--- src/rtl/dct_transpose_ctrl.sv ---
// Ping-pong transpose controller between the row and column DCT stages.
// Blocks are written row-major into one RAM bank and read back column-major from the other.
module dct_transpose_ctrl #(
    parameter int DataWidth = 16,
    parameter int Log2N     = 3,
    parameter int AddrWidth = 9
) (
    input  logic                 clk_i,
    input  logic                 rst_i,
    input  logic [DataWidth-1:0] s_data_i,
    input  logic                 s_valid_i,
    output logic                 s_ready_o,
    output logic [DataWidth-1:0] m_data_o,
    output logic                 m_valid_o,
    input  logic                 m_ready_i,
    output logic                 m_last_o,
    output logic [AddrWidth-1:0] addra_o,
    output logic                 ena_o,
    output logic                 wea_o,
    output logic [DataWidth-1:0] dina_o,
    output logic [AddrWidth-1:0] addrb_o,
    output logic                 enb_o,
    input  logic [DataWidth-1:0] doutb_i
);
    localparam int CntW = 2 * Log2N;
    localparam logic [CntW-1:0] CntMax = '1;
    localparam logic [CntW-1:0] CntOne = 1;

    logic [1:0]           full_q, full_d;
    logic                 wr_bank_q, wr_bank_d;
    logic [CntW-1:0]      wr_cnt_q, wr_cnt_d;
    logic                 rd_bank_q, rd_bank_d;
    logic [CntW-1:0]      rd_cnt_q, rd_cnt_d;
    logic                 inflight_q, inflight_d;
    logic                 inflight_last_q, inflight_last_d;
    logic [DataWidth-1:0] fifo_data_q [2];
    logic [DataWidth-1:0] fifo_data_d [2];
    logic [1:0]           fifo_last_q, fifo_last_d;
    logic                 fifo_rd_ptr_q, fifo_rd_ptr_d;
    logic                 fifo_wr_ptr_q, fifo_wr_ptr_d;
    logic [1:0]           fifo_occ_q, fifo_occ_d;

    logic       wr_hs;
    logic       pop;
    logic       push;
    logic       issue;
    logic [2:0] fifo_demand;
    logic [2:0] fifo_limit;

    // Valid/ready: a transfer happens on a rising clk edge where valid and ready are both 1;
    // s_ready_o and m_valid_o never depend combinationally on the partner's valid/ready.
    assign wr_hs       = s_valid_i && s_ready_o;
    assign pop         = m_valid_o && m_ready_i;
    assign push        = inflight_q;
    // A read may only issue if its data is guaranteed a FIFO slot when it returns.
    assign fifo_demand = {1'b0, fifo_occ_q} + {2'b00, inflight_q};
    assign fifo_limit  = 3'd2 + {2'b00, pop};
    assign issue       = !rst_i && full_q[rd_bank_q] && (fifo_demand < fifo_limit);

    assign s_ready_o = !rst_i && !full_q[wr_bank_q];
    assign ena_o     = wr_hs;
    assign wea_o     = wr_hs;
    assign dina_o    = rst_i ? '0 : s_data_i;
    assign addra_o   = rst_i ? '0 : AddrWidth'({wr_bank_q, wr_cnt_q});
    assign enb_o     = issue;
    // Low counter bits select the row, so consecutive reads walk down a column.
    assign addrb_o   = rst_i ? '0 :
                       AddrWidth'({rd_bank_q, rd_cnt_q[Log2N-1:0], rd_cnt_q[CntW-1:Log2N]});
    assign m_valid_o = !rst_i && (fifo_occ_q != 2'd0);
    assign m_data_o  = m_valid_o ? fifo_data_q[fifo_rd_ptr_q] : '0;
    assign m_last_o  = m_valid_o && fifo_last_q[fifo_rd_ptr_q];

    always_comb begin
        full_d          = full_q;
        wr_bank_d       = wr_bank_q;
        wr_cnt_d        = wr_cnt_q;
        rd_bank_d       = rd_bank_q;
        rd_cnt_d        = rd_cnt_q;
        inflight_d      = issue;
        inflight_last_d = issue && (rd_cnt_q == CntMax);
        fifo_data_d     = fifo_data_q;
        fifo_last_d     = fifo_last_q;
        fifo_rd_ptr_d   = fifo_rd_ptr_q;
        fifo_wr_ptr_d   = fifo_wr_ptr_q;
        fifo_occ_d      = fifo_occ_q;

        if (wr_hs) begin
            wr_cnt_d = wr_cnt_q + CntOne;
            if (wr_cnt_q == CntMax) begin
                full_d[wr_bank_q] = 1'b1;
                wr_bank_d         = !wr_bank_q;
            end
        end

        // The write bank is never full and the read bank always is, so these never collide.
        if (issue) begin
            rd_cnt_d = rd_cnt_q + CntOne;
            if (rd_cnt_q == CntMax) begin
                full_d[rd_bank_q] = 1'b0;
                rd_bank_d         = !rd_bank_q;
            end
        end

        if (push) begin
            fifo_data_d[fifo_wr_ptr_q] = doutb_i;
            fifo_last_d[fifo_wr_ptr_q] = inflight_last_q;
            fifo_wr_ptr_d              = !fifo_wr_ptr_q;
        end
        if (pop) begin
            fifo_rd_ptr_d = !fifo_rd_ptr_q;
        end
        fifo_occ_d = fifo_occ_q + {1'b0, push} - {1'b0, pop};
    end

    always_ff @(posedge clk_i) begin
        if (rst_i) begin
            full_q          <= '0;
            wr_bank_q       <= 1'b0;
            wr_cnt_q        <= '0;
            rd_bank_q       <= 1'b0;
            rd_cnt_q        <= '0;
            inflight_q      <= 1'b0;
            inflight_last_q <= 1'b0;
            fifo_data_q[0]  <= '0;
            fifo_data_q[1]  <= '0;
            fifo_last_q     <= '0;
            fifo_rd_ptr_q   <= 1'b0;
            fifo_wr_ptr_q   <= 1'b0;
            fifo_occ_q      <= '0;
        end else begin
            full_q          <= full_d;
            wr_bank_q       <= wr_bank_d;
            wr_cnt_q        <= wr_cnt_d;
            rd_bank_q       <= rd_bank_d;
            rd_cnt_q        <= rd_cnt_d;
            inflight_q      <= inflight_d;
            inflight_last_q <= inflight_last_d;
            fifo_data_q     <= fifo_data_d;
            fifo_last_q     <= fifo_last_d;
            fifo_rd_ptr_q   <= fifo_rd_ptr_d;
            fifo_wr_ptr_q   <= fifo_wr_ptr_d;
            fifo_occ_q      <= fifo_occ_d;
        end
    end
endmodule

--- config.mk ---
export PLATFORM = sky130hd
export DESIGN_NAME = dct_transpose_ctrl
export DESIGN_NICKNAME = d
export VERILOG_FILES = /design/src/rtl/dct_transpose_ctrl.sv
export SDC_FILE = /design/constraint.sdc
export NUM_CORES = 1
export LEC_CHECK = 0
export ABC_AREA = 1
export BUFFER_PORTS_ARGS = -buffer_cell sky130_fd_sc_hd__buf_2
export CAP_MARGIN = 40
export CELL_PAD_IN_SITES_DETAIL_PLACEMENT = 1
export CELL_PAD_IN_SITES_GLOBAL_PLACEMENT = 2
export CORE_ASPECT_RATIO = 1.2
export CORE_MARGIN = 1.5
export CORE_UTILIZATION = 26
export CTS_CLUSTER_SIZE = 12
export DETAILED_ROUTE_END_ITERATION = 8
export PLACE_DENSITY = 0.78
export REMOVE_ABC_BUFFERS = 1
export SYNTH_ARGS = -nofsm -noshare
export SYNTH_HDL_FRONTEND = slang
export SYNTH_SLANG_ARGS = --single-unit
export TNS_END_PERCENT = 50
--- constraint.sdc ---
create_clock -name clk_i -period 2.1 [get_ports clk_i]
set_input_delay 0.105 -clock clk_i [delete_from_list [all_inputs] [get_ports clk_i]]
set_output_delay 0.105 -clock clk_i [all_outputs]
set_load 0.02 [all_outputs]
[Word-level counts from Yosys, hierarchy flattened]
Index checks and enable logic that the tools add are counted.
Word-level totals
  register bits after elaboration: 56
  output and inout port bits: 56
  word-level logic and storage cells: 85
Cells by class
  add/sub/neg operators: 6
  order comparisons: 11
  equality and inequality tests: 2
  mux-type cells: 27
  bitwise logic cells: 5
  reductions and logical operators: 21
Operators with widths (count)
  $mux 16: 6
  $bwmux 32: 1
  $demux 16 s1: 1
  $mux 7: 2
  $add 6x1->6 const B: 2
  $eq 6x6->1 const B: 2
  $logic_and 1x1->1: 12
  $mux 1: 9
  $lt 1x2->1 const B: 4
  $mux 2: 4
  $logic_not 1->1: 6
  $ge 2x2->1 const B: 2
  $not 1->2: 2
  $reduce_and 2->1: 2
  $add 2x1->3: 1
  $add 2x1->3 const A: 1
  $demux 1 s1: 3
  $ge 1x1->1 const B: 3
  $lt 3x3->1: 1
  $add 2x1->2: 1
  $and 2x2->2: 1
  $bwmux 2: 1
  $lt 2x1->1 const B: 1
  $not 2->2: 1
  other kinds (3): 3

[Depth between registers and ports, before layout]
Gate-level depths: netlist of run 1.
  depth in word-level cells: 10
  gate-level depth with buffers: 13
  depth with buffers taken out: 12

[Least setup slack after synthesis of run 1]
OpenSTA, ideal clock, no wires.
  path type: flip-flop to flip-flop
  from: register fifo_occ_q[1]
  to: register fifo_occ_q[1]
  setup time: 0.120 ns
  arrival: 1.441 ns
  data required time: 1.980 ns
  setup slack: 0.539 ns
  stages on the path, launching flop included: 13
  path buffers: 0
  clock period less this slack: 1.561 ns
  cell sequence: dfxtp_1 > inv_1 > nand2_1 > nand2_1 > inv_2 > nand2_1 > inv_1 > ha_1 > inv_1 > ha_1 > xor2_1 > o21ai_0 > a21oi_1
Between the ends
  longest elaborated chain between the ends: 4
  elaborated cells between the ends (all ways): 5
  those cells by class: add/sub: 2; reduce/logical: 3
Ends and longest elaborated chain
  start: declaration: RTL line 41  | logic [1:0] fifo_occ_q, fifo_occ_d;
  start signal: assignment: RTL line 142  | fifo_occ_q <= fifo_occ_d;
  branches (longest 3 deep; another with $add 2x1->2)
  $sub 2x1->2 (*): RTL line 112  | fifo_occ_d = fifo_occ_q + {1'b0, push} - {1'b0, pop};
Every way passes the cells marked *.
A chain may end at the register's enable or synchronous reset.

[Final worst setup path of run 1]
  from: register inflight_q
  to: output port enb_o
Between the ends
  longest elaborated chain between the ends: 3
Ends and longest elaborated chain
  start: declaration: RTL line 34  | logic inflight_q, inflight_d;
  start signal: assignment: RTL line 136  | inflight_q <= inflight_d;
  $add 2x1->3: RTL line 56  | assign fifo_demand = {1'b0, fifo_occ_q} + {2'b00, inflight_q};
  $lt 3x3->1: RTL line 58  | assign issue = !rst_i && full_q[rd_bank_q] && (fifo_demand < fifo_limit);
  $logic_and 1x1->1: RTL line 58
  end: declaration: RTL line 22  | output logic enb_o,
Every way passes these cells.

==> results.yml, run 1 <==
synthesis:
  synth_common_cells: "nor2_1, nand2_1, inv_1"
  ys_ff_latch: 56
  synth_edf_count: 0
  synth_area_leaders: "dfxtp_1, nor2_1, nand2_1"
  synth_cells: 446
  yosys_most_used_dff: "dfxtp_1"
  synthArstFlopShare_pct: 0
  syn-cell-area_um2: 2860
  yosysMostFrequentCell: "nor2_1"
  syn_area_per_cell_um2: 6.40
  synth_top_area_cell: "dfxtp_1"
  yosysWarnings: 0
  synth.distinct_cells: 30
  yosysTopAreaCellShare_pct: 39.3
  synth_seq_area_share_pct: 39.3
worst_setup_path:
  arrival_ns: 1.77
  crit_fanout: 9
  path_delay_family: "adder cells"
  cp_data_required_time_ns: 2.00
  cp-end-kind: "primary output"
  critPathSlowestCell: "dfxtp_1"
  slowest_delay_ns: 0.36
  critPathKind: "reg2out"
  critPathMostFrequentCell: "ha_1"
  crit_chain: "ha_1, ha_1, nor2_2, nand2_1, a21oi_2, nand2_4, clkinv_2, buf_2"
  startpoint_type: "register"
  worst-path-buf-inv: 2
global_routing:
  grt_usage_pct: 13.8
  antenna_found_initial: 0
  grt_first_pass_wirelength_um: 13000
  grt.busiest_layer: "met2"
  grt_util_met3_pct: 2.61
  use_met2_pct: 24.7
  grt_start_max_net_pins: 42
  gr-total-overflow: 0
  grt_pass1_vias: 2884
  gr-usage-met1_pct: 16.3
sta:
  min_period_over_period_pct: 89.5
  min_period_ns: 1.88
  slew_viol_final: 0
  fmax_ghz: 0.532
  rsz0062_at_grt: "false"
  slew_headroom_pct: 59.8
  finalHoldViolations: 0
  final-setup-viol-count: 0
  worst_slew_pin_slew_ns: 0.600
  clock_skew_ns: 0.00559
  fin_setup_tns_ns: 0
cts:
  ctsHoldBuffers: 0
  clockBufferDepth: 2
  ctsHtreeMaxLevel: 2
  cts_resized: 0
  cts_tree: "built"
  cts_sinks: 56
  clk_pin_slew_ns: 0.07
  clk_latency_ns: 0.29
  root_buffer: "clkbuf_16"
  post_cts_buffers: 0
  cts_buffers: 5
floorplan:
  ios: 92
  num_rows: 41
  die_area_um2: 11600
  die_y_um: 118
  core_area_um2: 10600
  die_w_um: 98.7
  start_util_pct: 26.9
drt:
  drc: 2
  routed_via_density: 4.38
  drt-wirelength-per-cell_um: 11.6
  drt-initial-drc-count: 87
  num_vias: 2871
  routed_wl_um: 7630
  drt_first_pass_iters: 8
  antenna_left: 0
finish:
  nets: 568
  diodes: 0
  layout-drive-gt1-share_pct: 21.3
  fin_cells: 655
  area_delta_synth_final_pct: 23.2
status:
  violations: "DRC"
  run_status: "complete, but fails checks"
power_and_ir_drop:
  power_leakage_nw: 1.92
  p_per_area_nw_per_um2: 577
  max-vdd-ir-drop_uv: 287
worst_hold_path:
  hold_class: "in2reg"
placement:
  hpwl_um: 5530
  place.gp.congestion: 0.740
  dp.cells: 648
  io_buffers: 87
run:
  cap_viol_max_count: 0
[metrics by stage]
step                      hold slack, ns  setup slack [ns]  power [mW]  cell area, um^2  utilization, %
after floorplan                    0.174             0.348        1.17             2740               -
after global placement             0.348             0.456        1.25             3380            31.9
after detailed placement           0.353             0.399        1.25             3380            31.9
after CTS                         0.0390             0.171        2.08             3520            33.1
after global routing              0.0631             0.105        2.13             3520            33.1
final                             0.0508             0.221        2.03             3520            33.1
[placed cells by master, fill, tap and decap left out, types with 2 or more instances in the layout]
cell | synthesis | final
xor2_1 | 5 | 5
o21ai_0 | 42 | 42
clkbuf_16 | 0 | 5
nor2_1 | 109 | 109
inv_1 | 64 | 64
nand4_1 | 4 | 4
nor3_2 | 2 | 2
conb_1 | 1 | 4
nor2_4 | 2 | 2
clkinv_2 | 2 | 3
nand3_1 | 3 | 3
buf_2 | 6 | 87
a21oi_2 | 2 | 2
clkinv_1 | 3 | 3
nor3_1 | 3 | 3
nand2_1 | 97 | 97
ha_1 | 6 | 6
buf_4 | 5 | 7
dfxtp_1 | 56 | 56
a21oi_1 | 13 | 13
[sequential cells by signal (all words and copies together) (netlist names)]
register and cells:
rd_cnt_q 6, fifo_rd_ptr_q 1, inflight_last_q 1, fifo_last_q 2, wr_cnt_q 6, fifo_wr_ptr_q 1
fifo_data_q 32, full_q 2, inflight_q 1, wr_bank_q 1, rd_bank_q 1, fifo_occ_q 2
[report_power, final]
part           leakage, nW  internal, mW  switching (mW)
Sequential           0.451          1.06         0.00285
Combinational         1.40        0.0568           0.103
Clock               0.0667         0.435           0.369
Total                 1.92          1.56           0.475
[cell families after synthesis]
family          after synthesis  share of synthesized area, %
compound gates               60                          11.0
xor+xnor                      5                          1.53
buf+inv                      94                          13.9
other cells                   1                         0.131
simple gates                224                          31.6
fa+ha+maj                     6                          2.63
flops                        56                          39.3
[worst register-to-register path, cell delays in order (launching register included)]
cell and delay, ns:
dfxtp_1 0.36, ha_1 0.23, ha_1 0.20, nor2_2 0.08, nand2_1 0.06, a21oi_2 0.17
nand2_4 0.11, clkinv_2 0.10, nand3_1 0.10, nand2_1 0.09, nor2_1 0.04
[area by class of cell]
| cell class | instances | area (um^2) |
|---|---|---|
| Timing Repair Buffer | 94 | 488 |
| Sequential cell | 56 | 1120 |
| Clock inverter | 1 | 5.00 |
| Fill cell | 1398 | 7100 |
| Inverter | 70 | 265 |
| Multi-Input combinational cell | 299 | 1350 |
| Tap cell | 129 | 161 |
| Clock buffer | 6 | 129 |
[routing by layer]
layer	share of wire [%]	vias up
met4	1.6	0
li1	-	1487
met2	48	76
met3	4.6	9
met5	0	-
met1	45	1299
[final timing paths]
| path | start | endpoint | slack [ns] | cells past startpoint |
|---|---|---|---|---|
| max | inflight_q$_SDFF_PP0_ | enb_o | 0.22 | 8 |
| min reg2reg | rd_cnt_q[5]$_SDFFE_PP0P_ | rd_cnt_q[5]$_SDFFE_PP0P_ | 0.48 | 2 |
| max reg2reg | inflight_q$_SDFF_PP0_ | rd_cnt_q[4]$_SDFFE_PP0P_ | 0.46 | 10 |
| min | doutb_i[11] | fifo_data_q[27]$_SDFFE_PP0P_ | 0.05 | 3 |
Power figures use the tool's default switching activity.
==> inputs of run 2 (changes only) <==
--- a/config.mk
+++ b/config.mk
@@ -5,16 +5,16 @@
 export SDC_FILE = /design/constraint.sdc
 export NUM_CORES = 1
 export LEC_CHECK = 0
-export ABC_AREA = 1
 export BUFFER_PORTS_ARGS = -buffer_cell sky130_fd_sc_hd__buf_2
 export CAP_MARGIN = 40
 export CELL_PAD_IN_SITES_DETAIL_PLACEMENT = 1
 export CELL_PAD_IN_SITES_GLOBAL_PLACEMENT = 2
 export CORE_ASPECT_RATIO = 1.2
 export CORE_MARGIN = 1.5
-export CORE_UTILIZATION = 26
+export CORE_UTILIZATION = 28
 export CTS_CLUSTER_SIZE = 12
 export DETAILED_ROUTE_END_ITERATION = 8
+export HOLD_SLACK_MARGIN = 0.08
 export PLACE_DENSITY = 0.78
 export REMOVE_ABC_BUFFERS = 1
 export SYNTH_ARGS = -nofsm -noshare
==> run 2 against run 1 <==
Against the previous run: the run now ends clean; combinational power up 7%; flip-flop and latch count stayed put; clock skew down 0.00096 ns; critical path type is now reg2reg.
==> results.yml, run 2 <==
status:
  run_status: "complete, no violations"
cts:
  cts_buffers: 5
  clk_latency_ns: 0.29
  root_buffer: "clkbuf_16"
  cts_tree: "built"
  clk_pin_slew_ns: 0.07
  clockBufferDepth: 2
  ctsHtreeMaxLevel: 2
  cts_sinks: 56
  post_cts_buffers: 0
power_and_ir_drop:
  p_per_area_nw_per_um2: 577
  power.total_mw: 2.08
  pwr-share-comb_pct: 8.2
  p_seq_share_pct: 51.3
  switchingPower_mw: 0.492
  switching_share_pct: 23.7
  max-vdd-ir-drop_uv: 302
  p_int_mw: 1.59
  power_leakage_nw: 1.44
  clkPwrFrac_pct: 40.5
sta:
  fin_setup_tns_ns: 0
  slew_headroom_pct: 52.8
  finalHoldViolations: 0
  clock_skew_ns: 0.00463
  worst_slew_pin_slew_ns: 0.706
  finalWorstSetupSlack_ns: 0.0720
  fmax_ghz: 0.493
  final-setup-viol-count: 0
  min_period_over_period_pct: 96.6
  min_period_ns: 2.03
  slew_viol_final: 0
drt:
  drt_first_pass_iters: 3
  routed_via_density: 4.63
  drt-wirelength-per-cell_um: 13.6
  routed_wl_um: 7620
  drt-initial-drc-count: 47
  antenna_left: 0
  drc: 0
  num_vias: 2594
global_routing:
  grt_usage_pct: 15.0
  grt_first_pass_wirelength_um: 12500
  grt_pass1_vias: 2606
  gr-total-overflow: 0
  grt_start_max_net_pins: 58
  antenna_found_initial: 0
worst_setup_path:
  critPathSlowestCell: "a221o_2"
  arrival_ns: 2.21
  cp-end-kind: "register"
  critPathMostFrequentCell: "ha_1"
  startpoint_type: "register"
  slowest_delay_ns: 0.39
  path_delay_family: "compound AO/OA/AOI/OAI gates"
  crit_fanout: 6
  critPathKind: "reg2reg"
  cp_data_required_time_ns: 2.28
  crit_chain: "ha_1, ha_1, o21bai_2, a221o_2, nor3b_1, mux2_2"
  worst-path-buf-inv: 0
synthesis:
  yosys_most_used_dff: "dfxtp_1"
  synth_top_area_cell: "dfxtp_1"
  synth.distinct_cells: 38
  synth_seq_area_share_pct: 41.1
  synth_common_cells: "nand2_1, dfxtp_1, a21oi_1"
  synthArstFlopShare_pct: 0
  yosysTopAreaCellShare_pct: 41.1
  ys_ff_latch: 56
  synth_area_leaders: "dfxtp_1, nand2_1, a21oi_1"
  synth_cells: 337
  yosysWarnings: 0
  syn_area_per_cell_um2: 8.09
  syn-cell-area_um2: 2730
  yosysMostFrequentCell: "nand2_1"
  synth_edf_count: 0
finish:
  largest_reg_flops: 32
  final_core_util_pct: 37.8
  nets: 478
  diodes: 0
  fill_cells: 1184
  final_common_cell: "buf_2"
  area_delta_synth_final_pct: 32.0
  final_cell_mix: "buf_2, nand2_1, dfxtp_1"
  top_register: "fifo_data_q"
  layout-drive-gt1-share_pct: 27.7
  top_regs: "fifo_data_q x32, rd_cnt_q x6, wr_cnt_q x6"
  design_area_um2: 3600
floorplan:
  start_util_pct: 28.7
  ios: 92
  num_rows: 39
  die_w_um: 93.1
  die_y_um: 111
  core_area_um2: 9520
  die_area_um2: 10300
worst_hold_path:
  hold_class: "in2reg"
placement:
  place.gp.congestion: 0.734
  placed_area_um2: 3270
  hpwl_um: 5160
  dp_slack_ns: 0.0347
  io_buffers: 87
run:
  cap_viol_max_count: 0
run 2: stage by stage:
stage | cells | hold slack (ns)
3_5_place_dp | 535 | 0.365
4_1_cts | 560 | 0.201
2_1_floorplan | 314 | 0.171
6_report | 560 | 0.205
3_3_place_gp | 535 | 0.362
5_1_grt | 560 | 0.263
run 2: final timing paths:
check                                                   from                           end  slack [ns]  cells past startpoint
worst max-delay path                fifo_occ_q[0]$_SDFF_PP0_      rd_cnt_q[2]$_SDFFE_PP0P_        0.07                      6
worst min-delay path                               m_ready_i         inflight_q$_SDFF_PP0_        0.20                      3
worst max register to register      fifo_occ_q[0]$_SDFF_PP0_      rd_cnt_q[2]$_SDFFE_PP0P_        0.07                      6
worst min register to register  fifo_data_q[25]$_SDFFE_PP0P_  fifo_data_q[25]$_SDFFE_PP0P_        0.46                      2
run 2: cell type report:
cell class	count	area [um^2]	share of cell area, %
inverter	8	30.0	0.834
timing repair buffer	114	681	18.9
clock buffer	6	129	3.58
sequential	56	1120	31.2
tap	123	154	4.27
multi-input combinational	251	1470	40.8
clock inverter	2	16.3	0.452
run 2: power groups by stage:
stage,combinational (mW),sequential [mW],clock (mW)
floorplan,0.0592,1.09,0
global placement,0.148,1.09,0
detailed placement,0.150,1.09,0
CTS,0.173,1.07,0.873
global route,0.186,1.07,0.920
finish,0.171,1.07,0.841
run 2: cells by family after synthesis:
family          Yosys count  share of synthesized area [%]
buf+inv                  34                           6.19
simple gates            162                           27.8
other cells               1                          0.137
flops                    56                           41.1
mux                      25                           9.63
xor+xnor                  7                           2.25
compound gates           46                           10.2
fa+ha+maj                 6                           2.75
run 2: what timing repair did:
action	4_1_cts	5_1_grt
pin swaps	1	1
cloned	1	0
setup endpoints to repair	1	5
resized for setup	2	3
hold buffers	16	0
hold endpoints to repair	32	0
run 2: worst reg2reg max path: cells and delay by family (launching register included):
family	cells	cell delay (ns)
AND/OR/NAND/NOR	1	0.25
adder cells (fa/ha/maj)	2	0.38
flip-flops	1	0.35
AO/OA/AOI/OAI	2	0.59
multiplexers	1	0.36
run 2: metal layers:
metal  up-vias  track usage (%)  share of wire [%]
met5         -                0                  0
met4         0             3.94                1.0
met1      1237             17.7                 45
li1       1299                -                  -
met2        52             27.7                 51
met3         6             2.33                3.4
